File: src/rtl/beep_alarm_if.sv
// Signal bundle between the ranging/control side and beep_alarm_ctrl.
interface beep_alarm_if #(
    parameter int unsigned DIST_W = 16
) ();
    logic              en;
    logic              dist_vld;
    logic [DIST_W-1:0] dist_cm;
    logic              manual_req;
    logic [1:0]        beep_flag;
    logic [1:0]        zone;
    logic              stale;

    modport master (
        output en, dist_vld, dist_cm, manual_req,
        input  beep_flag, zone, stale
    );

    modport slave (
        input  en, dist_vld, dist_cm, manual_req,
        output beep_flag, zone, stale
    );
endinterface

File: src/rtl/beep_alarm_ctrl.sv
// Distance-to-alarm controller: hysteresis, confirmed/held downgrades,
// stale-sample silencing and a timed manual beep override.
module beep_alarm_ctrl #(
    parameter int unsigned DIST_W     = 16,
    parameter int unsigned NEAR_CM    = 20,
    parameter int unsigned FAR_CM     = 50,
    parameter int unsigned HYST_CM    = 5,
    parameter int unsigned CONFIRM    = 3,
    parameter int unsigned HOLD_CYC   = 25_000_000,
    parameter int unsigned STALE_CYC  = 50_000_000,
    parameter int unsigned MANUAL_CYC = 100_000_000
) (
    input  logic         Clk,
    input  logic         Rst_n,
    beep_alarm_if.slave  bus
);

    localparam int unsigned CNT_W   = 4;
    localparam int unsigned HOLD_W  = (HOLD_CYC > 1) ? $clog2(HOLD_CYC) : 1;
    localparam int unsigned STALE_W = (STALE_CYC > 1) ? $clog2(STALE_CYC) : 1;
    localparam int unsigned MAN_W   = $clog2(MANUAL_CYC + 1);

    localparam logic [DIST_W:0]    NEAR_HYST = (DIST_W+1)'(NEAR_CM + HYST_CM);
    localparam logic [DIST_W:0]    FAR_HYST  = (DIST_W+1)'(FAR_CM + HYST_CM);
    localparam logic [CNT_W-1:0]   CONF_MAX  = CNT_W'(CONFIRM);
    localparam logic [HOLD_W-1:0]  HOLD_MAX  = HOLD_W'(HOLD_CYC - 1);
    localparam logic [STALE_W-1:0] STALE_MAX = STALE_W'(STALE_CYC - 1);
    localparam logic [MAN_W-1:0]   MAN_LOAD  = MAN_W'(MANUAL_CYC);

    // Encoding is ordered by severity so a plain compare detects upgrades.
    typedef enum logic [1:0] {
        Z_SAFE   = 2'b00,
        Z_WARN   = 2'b01,
        Z_DANGER = 2'b10
    } zone_t;

    zone_t               zone_q, zone_nxt, raw_cls, dn_tgt;
    logic [CNT_W-1:0]    confirm_q, confirm_nxt, confirm_inc;
    logic [HOLD_W-1:0]   hold_q, hold_nxt;
    logic [STALE_W-1:0]  stale_cnt_q, stale_cnt_nxt;
    logic                stale_q, stale_nxt;
    logic [MAN_W-1:0]    manual_q, manual_nxt;
    logic [1:0]          beep_q, beep_nxt;
    logic                dn_req, is_zero, far_dn, hold_done;
    logic [DIST_W:0]     d_ext;

    // Classify the current sample and derive the downgrade request/target.
    always_comb begin
        d_ext   = {1'b0, bus.dist_cm};
        is_zero = (bus.dist_cm == '0);
        far_dn  = is_zero || (d_ext >= FAR_HYST);
        raw_cls = Z_SAFE;
        if (!is_zero && (bus.dist_cm < DIST_W'(NEAR_CM))) begin
            raw_cls = Z_DANGER;
        end else if (!is_zero && (bus.dist_cm < DIST_W'(FAR_CM))) begin
            raw_cls = Z_WARN;
        end
        dn_req = 1'b0;
        dn_tgt = Z_SAFE;
        case (zone_q)
            Z_DANGER: begin
                dn_req = is_zero || (d_ext >= NEAR_HYST);
                dn_tgt = far_dn ? Z_SAFE : Z_WARN;
            end
            Z_WARN:  dn_req = far_dn;
            default: dn_req = 1'b0;
        endcase
        hold_done   = (hold_q == HOLD_MAX);
        confirm_inc = (confirm_q >= CONF_MAX) ? CONF_MAX : confirm_q + CNT_W'(1);
    end

    // Zone state register.
    always_ff @(posedge Clk or negedge Rst_n) begin
        if (!Rst_n) begin
            zone_q <= Z_SAFE;
        end else begin
            zone_q <= zone_nxt;
        end
    end

    // Next-state: zone transitions plus confirm, hold, stale and manual timers.
    always_comb begin
        zone_nxt      = zone_q;
        confirm_nxt   = confirm_q;
        hold_nxt      = hold_q;
        stale_cnt_nxt = stale_cnt_q;
        stale_nxt     = stale_q;
        manual_nxt    = manual_q;
        if (!bus.en) begin
            zone_nxt      = Z_SAFE;
            confirm_nxt   = '0;
            hold_nxt      = '0;
            stale_cnt_nxt = '0;
            stale_nxt     = 1'b0;
            manual_nxt    = '0;
        end else begin
            if (bus.manual_req) begin
                manual_nxt = MAN_LOAD;
            end else if (manual_q != '0) begin
                manual_nxt = manual_q - MAN_W'(1);
            end
            if (!hold_done) begin
                hold_nxt = hold_q + HOLD_W'(1);
            end
            if (bus.dist_vld) begin
                stale_cnt_nxt = '0;
                stale_nxt     = 1'b0;
                if (raw_cls > zone_q) begin
                    zone_nxt = raw_cls;
                end else if (dn_req) begin
                    if ((confirm_inc == CONF_MAX) && hold_done) begin
                        zone_nxt = dn_tgt;
                    end else begin
                        confirm_nxt = confirm_inc;
                    end
                end else begin
                    confirm_nxt = '0;
                end
            end else if (stale_cnt_q == STALE_MAX) begin
                zone_nxt    = Z_SAFE;
                stale_nxt   = 1'b1;
                confirm_nxt = '0;
            end else begin
                stale_cnt_nxt = stale_cnt_q + STALE_W'(1);
            end
            // Any zone change restarts both the hold timer and the confirm count.
            if (zone_nxt != zone_q) begin
                hold_nxt    = '0;
                confirm_nxt = '0;
            end
        end
    end

    // Buzzer command from the next-state values so it lines up with zone.
    always_comb begin
        beep_nxt = 2'b00;
        if (!bus.en) begin
            beep_nxt = 2'b00;
        end else if (manual_nxt != '0) begin
            beep_nxt = 2'b10;
        end else begin
            case (zone_nxt)
                Z_DANGER: beep_nxt = 2'b10;
                Z_WARN:   beep_nxt = 2'b01;
                default:  beep_nxt = 2'b00;
            endcase
        end
    end

    // Counters and registered outputs.
    always_ff @(posedge Clk or negedge Rst_n) begin
        if (!Rst_n) begin
            confirm_q   <= '0;
            hold_q      <= '0;
            stale_cnt_q <= '0;
            stale_q     <= 1'b0;
            manual_q    <= '0;
            beep_q      <= 2'b00;
        end else begin
            confirm_q   <= confirm_nxt;
            hold_q      <= hold_nxt;
            stale_cnt_q <= stale_cnt_nxt;
            stale_q     <= stale_nxt;
            manual_q    <= manual_nxt;
            beep_q      <= beep_nxt;
        end
    end

    assign bus.zone      = zone_q;
    assign bus.beep_flag = beep_q;
    assign bus.stale     = stale_q;

endmodule

File: src/flat_wrapper.sv
// flat-port wrapper written by rule: the top's interface ports become plain ports
module beep_alarm_ctrl_flat 
#(
    parameter int unsigned DIST_W     = 16,
    parameter int unsigned NEAR_CM    = 20,
    parameter int unsigned FAR_CM     = 50,
    parameter int unsigned HYST_CM    = 5,
    parameter int unsigned CONFIRM    = 3,
    parameter int unsigned HOLD_CYC   = 25_000_000,
    parameter int unsigned STALE_CYC  = 50_000_000,
    parameter int unsigned MANUAL_CYC = 100_000_000
)
  (Clk, Rst_n, bus_en, bus_dist_vld, bus_dist_cm, bus_manual_req, bus_beep_flag, bus_zone, bus_stale);
  beep_alarm_if #(.DIST_W(DIST_W)) bus_i ();
  input  logic Clk;
  input  logic Rst_n;
  input wire logic [$bits(bus_i.en)-1:0] bus_en;
  input wire logic [$bits(bus_i.dist_vld)-1:0] bus_dist_vld;
  input wire logic [$bits(bus_i.dist_cm)-1:0] bus_dist_cm;
  input wire logic [$bits(bus_i.manual_req)-1:0] bus_manual_req;
  output wire logic [$bits(bus_i.beep_flag)-1:0] bus_beep_flag;
  output wire logic [$bits(bus_i.zone)-1:0] bus_zone;
  output wire logic [$bits(bus_i.stale)-1:0] bus_stale;
  assign bus_i.en = bus_en;
  assign bus_i.dist_vld = bus_dist_vld;
  assign bus_i.dist_cm = bus_dist_cm;
  assign bus_i.manual_req = bus_manual_req;
  assign bus_beep_flag = bus_i.beep_flag;
  assign bus_zone = bus_i.zone;
  assign bus_stale = bus_i.stale;
  beep_alarm_ctrl #(.DIST_W(DIST_W), .NEAR_CM(NEAR_CM), .FAR_CM(FAR_CM), .HYST_CM(HYST_CM), .CONFIRM(CONFIRM), .HOLD_CYC(HOLD_CYC), .STALE_CYC(STALE_CYC), .MANUAL_CYC(MANUAL_CYC)) u_core (.Clk(Clk), .Rst_n(Rst_n), .bus(bus_i));
endmodule
File: config.mk
export PLATFORM = sky130hd
export DESIGN_NAME = beep_alarm_ctrl_flat
export DESIGN_NICKNAME = d
export VERILOG_FILES = /design/src/rtl/beep_alarm_if.sv /design/src/rtl/beep_alarm_ctrl.sv /design/src/flat_wrapper.sv
export SDC_FILE = /design/constraint.sdc
export NUM_CORES = 1
export LEC_CHECK = 0
export BUFFER_PORTS_ARGS = -buffer_cell sky130_fd_sc_hd__buf_4
export CAP_MARGIN = 20
export CORE_MARGIN = 2
export CORE_UTILIZATION = 25
export DETAILED_ROUTE_END_ITERATION = 8
export HOLD_SLACK_MARGIN = 0.05
export PLACE_DENSITY_LB_ADDON = 0.25
export SLEW_MARGIN = 20
export SYNTH_ARGS = -nofsm -noshare
export SYNTH_HDL_FRONTEND = slang
export SYNTH_SLANG_ARGS = --single-unit
File: constraint.sdc
create_clock -name Clk -period 8.6 [get_ports Clk]
set_input_delay 1.72 -clock Clk [delete_from_list [all_inputs] [get_ports Clk]]
set_output_delay 1.72 -clock Clk [all_outputs]
set_load 0.03 [all_outputs]
==> run metrics, run 1 <==
Vias/cell 4.86; synthesized area per cell 9.11 sq um; cells after synthesis 562; Remaining DRCs 0; GRT busiest layer met2; cell depth of the worst setup path 13; DR vias 4149; Min-Delay Path Class reg2reg; Total Routing Usage GR 11.6%; hold_buf cts 0; pwr dens 162 nW/um^2; ratio of cells with drive above 1 in the final layout 10.1%; sequential cell area 2180 sq um; vias in the first global route 4167; Synth Warn # 0; relative slew slack 39.8%; skew final 0.0128 ns; final hold violation count 0; GRT overflow 0; fin nets 609; Max-Cap Viols 0; DIE HEIGHT 147 microns; first-pass GRT wire length 20.7 mm; TritonCTS clock tree yes; per-cell routed wire length 13.8 microns; Syn Nets 592; Cell Area, Synth 5120 sq um; Post-CTS Resized 0; gpl congestion 0.810; worst reg-to-reg setup slack 4.93 ns; CTS H-tree lvls 3; CP max FO 25; Num CTS Buffers 9; drt initial violations 268; ANT cells 0; CP Class in2reg; met1 Use GR 15.9%; sequential cell area fraction in the yosys report 42.5%; CTS clk-pin slew, worst paths 0.07 ns; Row Count 52; Fillers 2184; part of the cycle the worst path needs 62.3%; postcts setup bufs 0; Max Clock Freq 187 MHz; met3 GRT Util 3.42%; outcome finished, final reports clean; crit path time final 5.36 ns; drt total wl 11.8 mm; first-pass detailed-route iteration total 4; clock sink count 87; die area 21700 sq um; leakage 2.37 nW; Worst Path Arrival 5.61 ns; grt met2 use 17.8%; DRT antenna net count 0; Area growth, synth to finish 14.3%; RSZ-0062 raised after global routing false; DPL Wire Length 8.27 mm; I/O pin total 26; clk_lat worst skew 0.35 ns; Reg-to-Reg End u_core.bus.beep_flag[0]; Root Driver clkbuf_16; async set or reset register ratio after synthesis 100%; ys flop type dfrtp_1; die width 147 microns; Reg2Reg Depth 8; Worst Path Buf+Inv 2; CP Launch Type primary input; count of different cell masters after synthesis 67; largest net degree at the start of global routing 65; Worst path max stage delay 0.60 ns; Max IR drop VDD 95.5 uV; Max Slew Vio Count 0; number of synthesized flops with an enable pin 0; final setup violation count 0; Req. time, crit path 8.86 ns; antenna violations before repair 0; I/O Buffers 25; most frequent CP cell nand2_1; multi-input logic area 2800 sq um; worst slew pin tran 0.900 ns; critical path's top delay family simple AND/OR/NAND/NOR gates; Core Region 20200 sq um; fin cells 854; CP Capture Type flop; CP Cell Sequence buf_4 -> or3b_1 -> or3_1 -> a211oi_1 -> inv_1 -> ha_1 -> nand2_1 -> o21ai_0 -> o2111a_1 -> o32a_1 -> a2111oi_4 -> nand2_1 -> nor2_1; total negative slack 0 ns; synthesis-stage register bit count 87; Setup crit end u_core.hold_q[18]; Max Root-Sink Buffers 2; worst flop-to-flop path startpoint u_core.manual_q[9]; slowest stage cell, crit path nand2_1; initial core utilization 25.4%; placed cell count 838; critical path startpoint bus_dist_cm[6]
## power breakdown
part / leakage [nW] / internal, mW / switching [mW] / total (mW)
sequential: 1.19 / 0.421 / 0.0171 / 0.438
combinational: 1.05 / 0.0511 / 0.0815 / 0.133
clock: 0.134 / 0.200 / 0.178 / 0.379
total: 2.37 / 0.673 / 0.277 / 0.950
## layout make-up
cell class / count / share of cell area [%]
Multi-Input combinational cell: 438 / 47.8
Clock buffer: 10 / 3.91
Inverter: 16 / 1.03
Sequential cell: 87 / 37.2
Tap cell: 270 / 5.77
Timing Repair Buffer: 27 / 3.46
Clock inverter: 6 / 0.876
## Yosys cell counts (all sizes together) (4+ instances only)
library cell / n / area share [%]
xnor2: 20 / 3.4
xor2: 38 / 6.5
nand4: 15 / 1.8
or3: 15 / 1.8
buf: 5 / 0.54
a211oi: 4 / 0.59
inv: 16 / 1.2
nor2: 89 / 6.6
o21a: 11 / 1.6
nor4b: 5 / 0.98
a31oi: 4 / 0.49
nor3: 19 / 1.9
clkbuf: 16 / 1.2
nor2b: 7 / 0.85
o31a: 6 / 1.0
and3: 10 / 1.2
a21oi: 15 / 1.5
nor4: 22 / 3.2
nand3: 25 / 2.4
and2: 5 / 0.61
dfrtp: 87 / 43
nor4bb: 4 / 0.78
o21ai: 15 / 1.5
or4: 8 / 1.2
ha: 9 / 2.2
nand2: 39 / 2.9
## how the worst min path moves through the flow
stage	start	to	slack [ns]	cells past startpoint
2_1_floorplan	u_core.stale_cnt_q[21]	u_core.stale_cnt_q[21]	0.50	2
3_3_place_gp	u_core.bus.stale	u_core.bus.stale	0.50	2
3_5_place_dp	u_core.bus.stale	u_core.bus.stale	0.50	2
4_1_cts	u_core.bus.stale	u_core.bus.stale	0.52	2
5_1_grt	u_core.bus.stale	u_core.bus.stale	0.54	2
6_report	u_core.bus.stale	u_core.bus.stale	0.50	2
## placed cells by master, fill, tap and decap left out, types with 9 or more instances in the layout
master / n
a21oi_1: 15
and3_1: 10
buf_4: 27
clkbuf_16: 9
dfrtp_1: 87
ha_1: 9
inv_1: 16
nand2_1: 39
nand3_1: 25
nand4_1: 15
nor2_1: 88
nor3_1: 19
nor4_1: 19
o21a_1: 11
o21ai_0: 14
or3_1: 15
xnor2_1: 20
xor2_1: 38
## sequential cells by signal (all words and copies together), names as in the netlist
name	cells
u_core.bus.stale	1
u_core.manual_q	27
u_core.stale_cnt_q	26
u_core.confirm_q	4
u_core.bus.beep_flag	2
u_core.hold_q	25
u_core.bus.zone	2
## metal layers
layer  part of all wire, %  routed length (microns)  vias to the layer above
met3                   3.8                      448                       16
met2                    45                     5330                       72
met1                    49                     5830                     2003
li1                      -                        -                     2058
met5                     0                        0                        -
met4                   1.6                      184                        0
## worst min-delay path, delay by kind of cell (launching register included)
family	cells	cell delay [ns]
DFF	1	0.35
and+or+nand+nor	2	0.12
## metrics by stage
step	setup WS, ns	area, sq um	util (%)	power (mW)	hold WS [ns]
4_1_cts	3.23	5860	29.0	0.967	0.517
2_1_floorplan	3.74	5120	-	0.535	0.497
3_5_place_dp	2.87	5580	27.6	0.578	0.501
5_1_grt	2.87	5860	29.0	1.00	0.542
6_report	3.24	5860	29.0	0.950	0.503
3_3_place_gp	3.07	5580	27.6	0.578	0.497
## cells by family after synthesis
logic type      Yosys count  share of synthesized area, %
simple gates            284                          29.7
flops                    87                          42.5
compound gates           82                          11.7
xor+xnor                 58                          9.92
buf+inv                  37                          2.88
fa+ha+maj                 9                          2.20
mux                       5                          1.03
Power figures use the tool's default switching activity.
==> run 2, diff against run 1 <==
clock period = 5.6 ns   (was 8.6 ns; I/O delays follow)
==> run 2 against run 1 <==
  * Flip-flop and latch count did not move
  * Critical endpoint is now u_core.hold_q[13]
  * Clock power is 61% higher
  * Non-clock buffer count grew 1
  * Largest cell class unchanged
==> run metrics, run 2 (synthesis results as in run 1) <==
Int Power 1.05 mW (+56%); fin nets 610 (+0.16%); Total Routing Usage GR 11.8% (+0.19 points); I/O Buffers 25 (unchanged); Vias/cell 4.89 (+0.75%); CTS H-tree lvls 3 (unchanged); drt total wl 11.9 mm (+1.2%); Post-CTS Resized 0 (unchanged); Max Clock Freq 226 MHz; Clk network pwr share 41.1% (+1.2 points); Core Region 20200 sq um (unchanged); Root Driver clkbuf_16; commonest cells after routing, fill and taps aside nor2_1 (88), dfrtp_1 (87), nand2_1 (39), xor2_1 (38), buf_4 (28); CP max FO 25 (unchanged); postcts setup bufs 0 (unchanged); total negative slack 0 ns (unchanged); DR vias 4185 (+0.87%); vias in the first global route 4180 (+0.31%); crit path time final 4.43 ns; Area growth, synth to finish 14.8%; first-pass GRT wire length 20.9 mm (+1.0%); Place WS 0.877 ns (-2.00 ns); Max Slew Vio Count 0 (unchanged); Remaining DRCs 0 (unchanged); hold_buf cts 0 (unchanged); final setup violation count 0 (unchanged); critical path's top delay family compound AO/OA/AOI/OAI gates; leakage 2.39 nW (+0.62%); initial core utilization 25.4% (unchanged); die width 147 microns (unchanged); DPL Wire Length 8.48 mm (+2.5%); NetSw 438 uW (+58%); Max-Cap Viols 0 (unchanged); die area 21700 sq um (unchanged); max FFs per register 27 (unchanged); outcome finished, final reports clean; RSZ-0062 raised after global routing false; DRT antenna net count 0 (unchanged); Max IR drop VDD 155 uV (+62%); Worst Path Arrival 4.71 ns (-0.90 ns); Final Cell Area 5880 sq um (+0.38%); drt initial violations 284 (+6.0%); CP Capture Type flop; CP Cell Sequence buf_4 -> or3b_1 -> or3_1 -> a211oi_1 -> inv_1 -> ha_1 -> nand2_1 -> o21ai_0 -> o2111a_1 -> o32a_1 -> a2111oi_4 -> nand2_1 -> buf_4 -> nor2_1; antenna violations before repair 0 (unchanged); worst slew pin tran 0.868 ns (-0.0320 ns); final hold violation count 0 (unchanged); multi-input logic area 2800 sq um (unchanged); largest registers u_core.manual_q: 27 flops, u_core.stale_cnt_q: 26 flops, u_core.hold_q: 25 flops; Num CTS Buffers 9 (unchanged); CTS clk-pin slew, worst paths 0.07 ns (about the same); clk_lat worst skew 0.36 ns (about the same); DIE HEIGHT 147 microns (unchanged); sequential group share of total power 45.2% (-1.0 points); Worst Path Buf+Inv 3 (+1); sequential cell area 2180 sq um (unchanged); per-cell routed wire length 14.0 microns (+1.1%); largest net degree at the start of global routing 54 (-17%); CP Class in2reg; switching share of power 29.4% (+0.26 points); gpl congestion 0.801 (-1.1%); Top reg by flops u_core.manual_q; ratio of cells with drive above 1 in the final layout 10.4% (+0.32 points); Req. time, crit path 5.88 ns (-2.98 ns); Row Count 52 (unchanged); relative slew slack 42.0% (+2.1 points); Max Root-Sink Buffers 2 (unchanged); clock sink count 87 (unchanged); Worst path max stage delay 0.45 ns (-0.15 ns); pwr dens 253 nW/um^2 (+56%); first-pass detailed-route iteration total 4 (unchanged); Min-Delay Path Class reg2reg; post-placement cell area 5580 sq um (+0.13%); Fillers 2198 (+0.64%); I/O pin total 26 (unchanged); part of the cycle the worst path needs 79.1%; ANT cells 0 (unchanged); TritonCTS clock tree yes; CP Launch Type primary input; slowest stage cell, crit path a211oi_1; Final WS setup 1.17 ns (-2.07 ns); skew final 0.0106 ns (-0.00222 ns); GRT overflow 0 (unchanged); commonest non-fill, non-tap cell in the layout nor2_1; Logic pwr share 13.6% (-0.4 points)
==> run 2: final timing paths <==
| path | startpoint | to | slack (ns) | cells past startpoint |
|---|---|---|---|---|
| worst max-delay path | bus_dist_cm[6] | u_core.hold_q[13] | 1.17 | 14 |
| worst min-delay path | u_core.bus.stale | u_core.bus.stale | 0.51 | 2 |
| worst max register to register | u_core.manual_q[9] | u_core.bus.beep_flag[0] | 2.02 | 8 |
| worst min register to register | u_core.bus.stale | u_core.bus.stale | 0.51 | 2 |
| max in group asynchronous | Rst_n | u_core.hold_q[10] | 3.87 | 2 |
| min in group asynchronous | Rst_n | u_core.manual_q[0] | 0.80 | 1 |
==> run 2: final cells by class <==
type,instances,share of cell area [%]
well taps,270,5.75
multi-input cells,438,47.6
flip-flops and latches,87,37.0
clock buffers,10,4.07
inverters,16,1.02
repair buffers,28,3.58
clock inverters,6,0.958
==> run 2: worst register-to-register path: cells and delay by family (launching register included) <==
kind               cells  cell delay, ns
DFF                    1            0.46
AOI/OAI and AO/OA      1            0.34
and+or+nand+nor        7            2.68
==> run 2: routing by layer <==
layer	vias up	wire, microns	track usage (%)
met1	2047	5810	16.0
met2	65	5540	18.3
met5	-	0	0
li1	2064	-	-
met3	9	426	3.26
met4	0	167	3.56
==> run 2: per-stage QoR <==
step / power, mW / cells / hold WS (ns) / utilization [%]
floorplan: 0.822 / 562 / 0.497 / -
global placement: 0.887 / 839 / 0.497 / 27.7
detailed placement: 0.888 / 839 / 0.513 / 27.7
CTS: 1.51 / 855 / 0.531 / 29.1
global route: 1.57 / 855 / 0.553 / 29.1
finish: 1.49 / 855 / 0.513 / 29.1
==> run 2: power groups by stage <==
stage / clock network, mW / registers (mW) / logic [mW]
after global placement: 0 / 0.684 / 0.203
final: 0.612 / 0.673 / 0.203
after CTS: 0.637 / 0.673 / 0.204
after floorplan: 0 / 0.677 / 0.145
after detailed placement: 0 / 0.685 / 0.203
after global routing: 0.668 / 0.677 / 0.229
